===== config.mk =====
export PLATFORM = sky130hd
export DESIGN_NAME = riscv_checkpoint_monitor_flat
export DESIGN_NICKNAME = d
export VERILOG_FILES = /design/src/rtl/riscv_checkpoint_monitor_if.sv /design/src/rtl/riscv_checkpoint_monitor.sv /design/src/flat_wrapper.sv
export SDC_FILE = /design/constraint.sdc
export NUM_CORES = 2
export LEC_CHECK = 0
export CORE_MARGIN = 2
export CORE_UTILIZATION = 47
export CTS_BUF_LIST = sky130_fd_sc_hd__clkbuf_16
export CTS_CLUSTER_DIAMETER = 200
export DETAILED_ROUTE_END_ITERATION = 10
export GPL_ROUTABILITY_DRIVEN = 1
export SLEW_MARGIN = 10
export SYNTH_ARGS = -nofsm -noshare
export SYNTH_HDL_FRONTEND = slang
export SYNTH_SLANG_ARGS = --single-unit

===== constraint.sdc =====
create_clock -name CLK -period 12.9 [get_ports CLK]
set_input_delay 1.29 -clock CLK [delete_from_list [all_inputs] [get_ports CLK]]
set_output_delay 1.29 -clock CLK [all_outputs]
set_load 0.005 [all_outputs]

===== src/rtl/riscv_checkpoint_monitor_if.sv =====
// riscv_checkpoint_monitor_if
//   Bundles the configuration, core-observation and result signals of the
//   checkpoint monitor.
//   master : drives the table/config strobes and the observed core signals
//            (bench or SoC glue).
//   slave  : the monitor itself.
//   Optional: CFG_MASK exists only when CHK_MASK_EN is defined.
//   Signal summary:
//     CFG_WE, CFG_ADDR, CFG_INST, CFG_ANS  table write port
//     CFG_MASK                             per-entry compare mask (CHK_MASK_EN)
//     NUM_ENTRIES, START                   run setup
//     NUM_INST, OUTPUT_PORT, HALT          observed core signals
//     CHK_EVENT, CHK_IDX, CHK_OK, CHK_MISS per-checkpoint result pulse
//     PASS_CNT, FAIL_CNT, FIRST_FAIL_*,    running statistics
//     CYCLE_CNT
//     DONE, PASS, TIMEOUT, INCOMPLETE      final status
interface riscv_checkpoint_monitor_if #(
  parameter int DWIDTH = 32,
  parameter int IWIDTH = 5
);
  logic              CFG_WE;
  logic [IWIDTH-1:0] CFG_ADDR;
  logic [DWIDTH-1:0] CFG_INST;
  logic [DWIDTH-1:0] CFG_ANS;
`ifdef CHK_MASK_EN
  logic [DWIDTH-1:0] CFG_MASK;
`endif
  logic [IWIDTH:0]   NUM_ENTRIES;
  logic              START;
  logic [DWIDTH-1:0] NUM_INST;
  logic [DWIDTH-1:0] OUTPUT_PORT;
  logic              HALT;

  logic              CHK_EVENT;
  logic [IWIDTH-1:0] CHK_IDX;
  logic              CHK_OK;
  logic              CHK_MISS;
  logic [IWIDTH:0]   PASS_CNT;
  logic [IWIDTH:0]   FAIL_CNT;
  logic [IWIDTH-1:0] FIRST_FAIL_IDX;
  logic [DWIDTH-1:0] FIRST_FAIL_VAL;
  logic [31:0]       CYCLE_CNT;
  logic              DONE;
  logic              PASS;
  logic              TIMEOUT;
  logic              INCOMPLETE;

  modport master (
`ifdef CHK_MASK_EN
    output CFG_MASK,
`endif
    output CFG_WE, CFG_ADDR, CFG_INST, CFG_ANS, NUM_ENTRIES, START,
    output NUM_INST, OUTPUT_PORT, HALT,
    input  CHK_EVENT, CHK_IDX, CHK_OK, CHK_MISS, PASS_CNT, FAIL_CNT,
    input  FIRST_FAIL_IDX, FIRST_FAIL_VAL, CYCLE_CNT, DONE, PASS, TIMEOUT,
    input  INCOMPLETE
  );

  modport slave (
`ifdef CHK_MASK_EN
    input  CFG_MASK,
`endif
    input  CFG_WE, CFG_ADDR, CFG_INST, CFG_ANS, NUM_ENTRIES, START,
    input  NUM_INST, OUTPUT_PORT, HALT,
    output CHK_EVENT, CHK_IDX, CHK_OK, CHK_MISS, PASS_CNT, FAIL_CNT,
    output FIRST_FAIL_IDX, FIRST_FAIL_VAL, CYCLE_CNT, DONE, PASS, TIMEOUT,
    output INCOMPLETE
  );
endinterface


===== src/rtl/riscv_checkpoint_monitor.sv =====
// riscv_checkpoint_monitor
//   Run-time checker for the RISC-V core. Compares OUTPUT_PORT against an
//   in-order table of (instruction count, expected value) checkpoints while
//   the core runs, counts passes / fails / misses, runs a stall watchdog and
//   reports a final verdict.
//   Ports:
//     CLK   clock
//     RSTn  asynchronous active-low reset (table contents are not reset)
//     bus   riscv_checkpoint_monitor_if.slave (config, core observation,
//           results and status)
//   Optional feature: define CHK_MASK_EN to add a per-entry compare mask
//   (CFG_MASK); the compare becomes ((OUTPUT_PORT ^ ANS) & MASK) == 0.
//
//   state  | meaning
//   S_IDLE | table writable, waiting for START
//   S_RUN  | checking checkpoints, watchdog and cycle counter active
//   S_DONE | verdict held; START begins a new run with the same table
module riscv_checkpoint_monitor #(
  parameter int NUM_TEST     = 32,
  parameter int DWIDTH       = 32,
  parameter int IWIDTH       = 5,
  parameter int STOP_ON_FAIL = 1,
  parameter int TIMEOUT_CYC  = 4096
) (
  input logic                        CLK,
  input logic                        RSTn,
  riscv_checkpoint_monitor_if.slave  bus
);

  localparam logic [IWIDTH:0] NT      = (IWIDTH+1)'(NUM_TEST);
  localparam bit              WD_ON   = (TIMEOUT_CYC != 0);
  localparam logic [31:0]     WD_LOAD = WD_ON ? 32'(TIMEOUT_CYC - 1) : 32'd0;

  typedef enum logic [1:0] {S_IDLE, S_RUN, S_DONE} state_t;

  state_t            state;
  logic [DWIDTH-1:0] tab_inst [NUM_TEST];
  logic [DWIDTH-1:0] tab_ans  [NUM_TEST];
`ifdef CHK_MASK_EN
  logic [DWIDTH-1:0] tab_mask [NUM_TEST];
`endif

  logic [IWIDTH:0]   ptr;
  logic [IWIDTH:0]   num_ent;
  logic [DWIDTH-1:0] last_inst;
  logic [31:0]       wd_cnt;

  logic              chk_event;
  logic [IWIDTH-1:0] chk_idx;
  logic              chk_ok;
  logic              chk_miss;
  logic [IWIDTH:0]   pass_cnt;
  logic [IWIDTH:0]   fail_cnt;
  logic [IWIDTH-1:0] first_fail_idx;
  logic [DWIDTH-1:0] first_fail_val;
  logic [31:0]       cycle_cnt;
  logic              done;
  logic              pass;
  logic              timeout;
  logic              incomplete;

  // Table storage: plain RAM, no reset, writable only while idle.
  always_ff @(posedge CLK) begin
    if (state == S_IDLE && bus.CFG_WE && ({1'b0, bus.CFG_ADDR} < NT)) begin
      tab_inst[bus.CFG_ADDR] <= bus.CFG_INST;
      tab_ans[bus.CFG_ADDR]  <= bus.CFG_ANS;
`ifdef CHK_MASK_EN
      tab_mask[bus.CFG_ADDR] <= bus.CFG_MASK;
`endif
    end
  end

  logic [IWIDTH-1:0] idx;
  logic              active, match, hit, miss, ok, bad, resolve;
  logic              stalled, wd_expire, incomplete_nxt;
  logic [IWIDTH:0]   ptr_nxt, fail_nxt;

  always_comb begin
    idx    = ptr[IWIDTH-1:0];
    // ptr < num_ent <= NUM_TEST keeps the table read in range whenever used.
    active = (ptr < num_ent);
`ifdef CHK_MASK_EN
    match  = (((bus.OUTPUT_PORT ^ tab_ans[idx]) & tab_mask[idx]) == '0);
`else
    match  = (bus.OUTPUT_PORT == tab_ans[idx]);
`endif
    hit            = active && (bus.NUM_INST == tab_inst[idx]);
    miss           = active && (bus.NUM_INST > tab_inst[idx]);
    ok             = hit && match;
    bad            = (hit && !match) || miss;
    resolve        = hit || miss;
    ptr_nxt        = ptr + (IWIDTH+1)'(resolve);
    fail_nxt       = fail_cnt + (IWIDTH+1)'(bad);
    incomplete_nxt = (ptr_nxt < num_ent);
    stalled        = (bus.NUM_INST == last_inst);
    // Down-counter reloaded on every NUM_INST change; expiry is the stalled
    // cycle on which it has already reached zero (TIMEOUT_CYC-th stall).
    wd_expire      = WD_ON && stalled && (wd_cnt == 32'd0);
  end

  always_ff @(posedge CLK or negedge RSTn) begin
    if (!RSTn) begin
      state          <= S_IDLE;
      ptr            <= '0;
      num_ent        <= '0;
      last_inst      <= '0;
      wd_cnt         <= '0;
      chk_event      <= 1'b0;
      chk_idx        <= '0;
      chk_ok         <= 1'b0;
      chk_miss       <= 1'b0;
      pass_cnt       <= '0;
      fail_cnt       <= '0;
      first_fail_idx <= '0;
      first_fail_val <= '0;
      cycle_cnt      <= '0;
      done           <= 1'b0;
      pass           <= 1'b0;
      timeout        <= 1'b0;
      incomplete     <= 1'b0;
    end else begin
      case (state)
        S_IDLE, S_DONE: begin
          chk_event <= 1'b0;
          if (bus.START) begin
            state          <= S_RUN;
            ptr            <= '0;
            num_ent        <= (bus.NUM_ENTRIES > NT) ? NT : bus.NUM_ENTRIES;
            last_inst      <= bus.NUM_INST;
            wd_cnt         <= WD_LOAD;
            chk_idx        <= '0;
            chk_ok         <= 1'b0;
            chk_miss       <= 1'b0;
            pass_cnt       <= '0;
            fail_cnt       <= '0;
            first_fail_idx <= '0;
            first_fail_val <= '0;
            cycle_cnt      <= '0;
            done           <= 1'b0;
            pass           <= 1'b0;
            timeout        <= 1'b0;
            incomplete     <= 1'b0;
          end
        end

        S_RUN: begin
          chk_event <= resolve;
          if (resolve) begin
            chk_idx  <= idx;
            chk_ok   <= ok;
            chk_miss <= miss;
            ptr      <= ptr_nxt;
            pass_cnt <= pass_cnt + (IWIDTH+1)'(ok);
            fail_cnt <= fail_nxt;
            // fail_cnt==0 means nothing has been latched yet this run.
            if (bad && fail_cnt == '0) begin
              first_fail_idx <= idx;
              first_fail_val <= miss ? '0 : bus.OUTPUT_PORT;
            end
          end

          if (cycle_cnt != '1) cycle_cnt <= cycle_cnt + 32'd1;

          last_inst <= bus.NUM_INST;
          if (!stalled)            wd_cnt <= WD_LOAD;
          else if (wd_cnt != '0)   wd_cnt <= wd_cnt - 32'd1;

          if (bus.HALT) begin
            state      <= S_DONE;
            done       <= 1'b1;
            incomplete <= incomplete_nxt;
            pass       <= (fail_nxt == '0) && !incomplete_nxt;
          end else if (bad && STOP_ON_FAIL != 0) begin
            state <= S_DONE;
            done  <= 1'b1;
            pass  <= 1'b0;
          end else if (wd_expire) begin
            state   <= S_DONE;
            done    <= 1'b1;
            timeout <= 1'b1;
            pass    <= 1'b0;
          end
        end

        default: state <= S_IDLE;
      endcase
    end
  end

  assign bus.CHK_EVENT      = chk_event;
  assign bus.CHK_IDX        = chk_idx;
  assign bus.CHK_OK         = chk_ok;
  assign bus.CHK_MISS       = chk_miss;
  assign bus.PASS_CNT       = pass_cnt;
  assign bus.FAIL_CNT       = fail_cnt;
  assign bus.FIRST_FAIL_IDX = first_fail_idx;
  assign bus.FIRST_FAIL_VAL = first_fail_val;
  assign bus.CYCLE_CNT      = cycle_cnt;
  assign bus.DONE           = done;
  assign bus.PASS           = pass;
  assign bus.TIMEOUT        = timeout;
  assign bus.INCOMPLETE     = incomplete;

endmodule


===== src/flat_wrapper.sv =====
// flat-port wrapper written by rule: the top's interface ports become plain ports
module riscv_checkpoint_monitor_flat 
#(
  parameter int NUM_TEST     = 32,
  parameter int DWIDTH       = 32,
  parameter int IWIDTH       = 5,
  parameter int STOP_ON_FAIL = 1,
  parameter int TIMEOUT_CYC  = 4096
)
  (CLK, RSTn, bus_CFG_WE, bus_CFG_ADDR, bus_CFG_INST, bus_CFG_ANS, bus_NUM_ENTRIES, bus_START, bus_NUM_INST, bus_OUTPUT_PORT, bus_HALT, bus_CHK_EVENT, bus_CHK_IDX, bus_CHK_OK, bus_CHK_MISS, bus_PASS_CNT, bus_FAIL_CNT, bus_FIRST_FAIL_IDX, bus_FIRST_FAIL_VAL, bus_CYCLE_CNT, bus_DONE, bus_PASS, bus_TIMEOUT, bus_INCOMPLETE);
  riscv_checkpoint_monitor_if #(.DWIDTH(DWIDTH), .IWIDTH(IWIDTH)) bus_i ();
  input logic CLK;
  input logic RSTn;
  input wire logic [$bits(bus_i.CFG_WE)-1:0] bus_CFG_WE;
  input wire logic [$bits(bus_i.CFG_ADDR)-1:0] bus_CFG_ADDR;
  input wire logic [$bits(bus_i.CFG_INST)-1:0] bus_CFG_INST;
  input wire logic [$bits(bus_i.CFG_ANS)-1:0] bus_CFG_ANS;
  input wire logic [$bits(bus_i.NUM_ENTRIES)-1:0] bus_NUM_ENTRIES;
  input wire logic [$bits(bus_i.START)-1:0] bus_START;
  input wire logic [$bits(bus_i.NUM_INST)-1:0] bus_NUM_INST;
  input wire logic [$bits(bus_i.OUTPUT_PORT)-1:0] bus_OUTPUT_PORT;
  input wire logic [$bits(bus_i.HALT)-1:0] bus_HALT;
  output wire logic [$bits(bus_i.CHK_EVENT)-1:0] bus_CHK_EVENT;
  output wire logic [$bits(bus_i.CHK_IDX)-1:0] bus_CHK_IDX;
  output wire logic [$bits(bus_i.CHK_OK)-1:0] bus_CHK_OK;
  output wire logic [$bits(bus_i.CHK_MISS)-1:0] bus_CHK_MISS;
  output wire logic [$bits(bus_i.PASS_CNT)-1:0] bus_PASS_CNT;
  output wire logic [$bits(bus_i.FAIL_CNT)-1:0] bus_FAIL_CNT;
  output wire logic [$bits(bus_i.FIRST_FAIL_IDX)-1:0] bus_FIRST_FAIL_IDX;
  output wire logic [$bits(bus_i.FIRST_FAIL_VAL)-1:0] bus_FIRST_FAIL_VAL;
  output wire logic [$bits(bus_i.CYCLE_CNT)-1:0] bus_CYCLE_CNT;
  output wire logic [$bits(bus_i.DONE)-1:0] bus_DONE;
  output wire logic [$bits(bus_i.PASS)-1:0] bus_PASS;
  output wire logic [$bits(bus_i.TIMEOUT)-1:0] bus_TIMEOUT;
  output wire logic [$bits(bus_i.INCOMPLETE)-1:0] bus_INCOMPLETE;
  assign bus_i.CFG_WE = bus_CFG_WE;
  assign bus_i.CFG_ADDR = bus_CFG_ADDR;
  assign bus_i.CFG_INST = bus_CFG_INST;
  assign bus_i.CFG_ANS = bus_CFG_ANS;
  assign bus_i.NUM_ENTRIES = bus_NUM_ENTRIES;
  assign bus_i.START = bus_START;
  assign bus_i.NUM_INST = bus_NUM_INST;
  assign bus_i.OUTPUT_PORT = bus_OUTPUT_PORT;
  assign bus_i.HALT = bus_HALT;
  assign bus_CHK_EVENT = bus_i.CHK_EVENT;
  assign bus_CHK_IDX = bus_i.CHK_IDX;
  assign bus_CHK_OK = bus_i.CHK_OK;
  assign bus_CHK_MISS = bus_i.CHK_MISS;
  assign bus_PASS_CNT = bus_i.PASS_CNT;
  assign bus_FAIL_CNT = bus_i.FAIL_CNT;
  assign bus_FIRST_FAIL_IDX = bus_i.FIRST_FAIL_IDX;
  assign bus_FIRST_FAIL_VAL = bus_i.FIRST_FAIL_VAL;
  assign bus_CYCLE_CNT = bus_i.CYCLE_CNT;
  assign bus_DONE = bus_i.DONE;
  assign bus_PASS = bus_i.PASS;
  assign bus_TIMEOUT = bus_i.TIMEOUT;
  assign bus_INCOMPLETE = bus_i.INCOMPLETE;
  riscv_checkpoint_monitor #(.NUM_TEST(NUM_TEST), .DWIDTH(DWIDTH), .IWIDTH(IWIDTH), .STOP_ON_FAIL(STOP_ON_FAIL), .TIMEOUT_CYC(TIMEOUT_CYC)) u_core (.CLK(CLK), .RSTn(RSTn), .bus(bus_i));
endmodule

==> impl_metrics.py <==
metrics = {
    "synthesis": {
        "netlist_area_mm2": 0.0876,
        "synth_top_family_by_area": "multiplexers",
        "syn_area_per_cell_um2": 19.4,
        "synth_compound_area_share_pct": 3.80,
        "synth_xor_area_share_pct": 1.22,
        "async_flop_share_pct": 7.71,
        "syn_nets": 4707,
        "seq_area_frac_synth_pct": 75.1,
        "synth_mux_area_share_pct": 14.3,
        "synth_seq_cells": 2219,
        "yosys.area_share.simple_pct": 3.37,
        "syn_inst": 4513,
        "synth_ff_type": "edfxtp_1",
        "synthAdderAreaFrac_pct": 0.714,
        "yosysUniqueCellTypes": 74,
        "synth_edf_count": 2048,
        "ys_warn_count": 0,
    },
    "global_route": {
        "grt_overflow_total": 0,
        "grt_pass1_wl_um": 347000,
        "first_global_vias": 45700,
        "grt_usage_pct": 25.7,
        "grt_antenna_before_repair": 14,
        "grt_max_degree": 124,
    },
    "placement": {
        "gp_congestion": 0.820,
        "port_buffers": 236,
        "dpl.hpwl_um": 132000,
    },
    "final_layout": {
        "layout_common_cells": "edfxtp_1, mux4_2, mux2i_1",
        "nets": 5056,
        "drive_gt1_share_pct": 16.9,
        "final_common_cell": "edfxtp_1",
        "fillCellCount": 14400,
        "area_delta_synth_final_pct": 14.4,
        "postLayoutCoreUtil_pct": 54.1,
    },
    "cts": {
        "post_cts_buffers": 0,
        "path_clk_slew_ns": 0.06,
        "clk_latency_ns": 0.88,
        "cts_tree": "done",
        "cts_max_path_buffers": 3,
        "cts.sinks": 2219,
        "h-tree-depth": 4,
        "cts_hold_buf": 0,
        "numCtsBuffers": 222,
        "postCtsResizedCells": 0,
        "cts_root_buffer": "clkbuf_16",
    },
    "die": {
        "die-height_um": 436,
        "pin_count": 237,
        "coreArea_mm2": 0.185,
        "die-area_mm2": 0.190,
        "initial_core_util_pct": 47.3,
        "rows": 158,
        "die_w_um": 436,
    },
    "critical_path": {
        "endpoint_kind": "flop",
        "max_stage_delay_ns": 0.77,
        "cpMaxStageDelayCell": "dfrtp_4",
        "ff2ff_path_depth": 28,
        "r2r-start": "u_core.ptr[1]",
        "reg2reg_to": "u_core.bus.PASS",
        "path_class": "reg -> reg",
        "path_common_cell": "a21oi_1",
        "rrSetupSlack_ns": 5.00,
        "critical_path.max_fanout": 116,
        "worstPathRequired_ns": 13.68,
        "crit_path_start_kind": "flop",
        "path_delay_family": "simple AND/OR/NAND/NOR gates",
        "worstPathArrival_ns": 8.68,
        "worst-path-buf-inv": 3,
    },
    "timing": {
        "fin_crit_sh_pct": 61.2,
        "min_period_ns": 7.90,
        "rsz0062_at_grt": "no",
        "fmax_ghz": 0.127,
        "finalMaxSlewViolations": 0,
        "fin_skew_ns": 0.0585,
        "setup_viol": 0,
        "hold_viol": 0,
        "slew_headroom_pct": 16.2,
        "tns_ns": 0,
        "worstMarginPinSlew_ns": 1.25,
    },
    "route": {
        "drc": 0,
        "wl_um": 246000,
        "firstDrtPassIters": 6,
        "wire_per_inst_um": 32.6,
        "ant_nets": 0,
        "via_per_inst": 6.15,
        "dr_total_vias": 46300,
        "drt-initial-drc-count": 5204,
    },
    "pwr": {
        "power.density_mw_per_mm2": 169,
        "vdd_drop_max_mv": 0.151,
        "p_leak_nw": 31.7,
    },
    "min_path": {
        "hp-class": "in -> async",
    },
    "job": {
        "maxCapViolations": 0,
    },
    "run_status": {
        "status": "complete, no violations",
    },
}
[stage by stage]
step	area [um2]	std cells	power [mW]	hold slack (ns)	worst slack, ns
floorplan	87600	4513	10.1	0.460	5.76
global placement	93100	7118	10.9	0.470	5.07
detailed placement	93100	7118	10.9	0.477	4.95
CTS	100000	7528	17.1	0.415	4.91
global route	100000	7533	17.5	0.447	4.48
finish	100000	7534	17.0	0.445	5.00
[synthesized netlist by cell type, types with 15 or more instances]
library cell  count  area (um2)
nor2_1          161         604
a21oi_1          97         485
a22o_1           16         140
or3_1            24         150
nand3_1          38         190
xor2_1           41         359
mux4_2          354        7970
ha_1             50         626
nand4_1          36         225
nor3_1           43         215
edfxtp_1       2048       61500
buf_1            18        67.6
buf_2            81         405
clkbuf_1        102         383
o221ai_1         94         823
o22ai_1          73         457
o21ai_0          61         305
a221oi_1         16         140
dfrtp_1         171        4280
inv_1            19        71.3
nand2_1         258         968
mux4_1           38         998
xnor2_1          81         709
mux2i_1         353        3530
nor4_1           17         106
a21o_1           15         113
a22oi_1          48         360
[kinds of logic after synthesis]
| kind of cell | count (synthesis) |
|---|---|
| AND/OR/NAND/NOR | 645 |
| AO/OA/AOI/OAI | 480 |
| buffers and inverters | 251 |
| XOR/XNOR | 122 |
| multiplexers | 746 |
| adder cells (fa/ha/maj) | 50 |
| flip-flops | 2219 |
[state kept, by name (all words and copies together) (netlist names), 32 cells and up]
name                       count
u_core.bus.CYCLE_CNT          32
u_core.last_inst              32
u_core.bus.FIRST_FAIL_VAL     32
u_core.wd_cnt                 32
u_core.tab_inst             1024
u_core.tab_ans              1024
[worst register-to-register path, delay by kind of cell, from the launching register on]
family | cells | cell delay (ns)
AOI/OAI and AO/OA | 9 | 1.84
and+or+nand+nor | 11 | 2.62
xor gates and xnor gates | 1 | 0.16
buffers and inverters | 3 | 1.29
DFF | 1 | 0.77
adders and majority gates | 4 | 1.14
[where the power goes]
part	switching [mW]	internal [mW]	total, mW
clock	2.77	3.47	6.24
combinational	1.41	1.18	2.59
sequential	0.111	8.02	8.13
[worst max path at each step]
stage,startpoint,endpoint,cells after the start
6_report,u_core.ptr[1],u_core.bus.PASS,28
3_5_place_dp,u_core.ptr[1],u_core.bus.FIRST_FAIL_VAL[6],19
2_1_floorplan,u_core.ptr[0],u_core.bus.PASS,36
5_1_grt,u_core.ptr[1],u_core.bus.PASS,29
3_3_place_gp,u_core.ptr[1],u_core.bus.FIRST_FAIL_VAL[2],19
4_1_cts,u_core.ptr[1],u_core.bus.FIRST_FAIL_VAL[28],19
[cell type report]
cell class / instances / area (um2) / area share, %
Antenna cell: 6 / 15.0 / 0.0150
Clock buffer: 222 / 5560 / 5.55
Clock inverter: 188 / 1510 / 1.51
Inverter: 20 / 78.8 / 0.0787
Multi-Input combinational cell: 2043 / 20800 / 20.8
Sequential cell: 2219 / 65800 / 65.7
Tap cell: 2480 / 3100 / 3.10
Timing Repair Buffer: 356 / 3330 / 3.32
[metal layers]
metal | part of all wire [%] | vias up | global-route usage [%]
met4 | 2.5 | 6 | 6.94
met1 | 41 | 24900 | 35.7
met3 | 6.6 | 364 | 3.66
met5 | 0.016 | - | 0
li1 | - | 19200 | -
met2 | 50 | 1896 | 42.8
(Power assumes the default switching activity.)
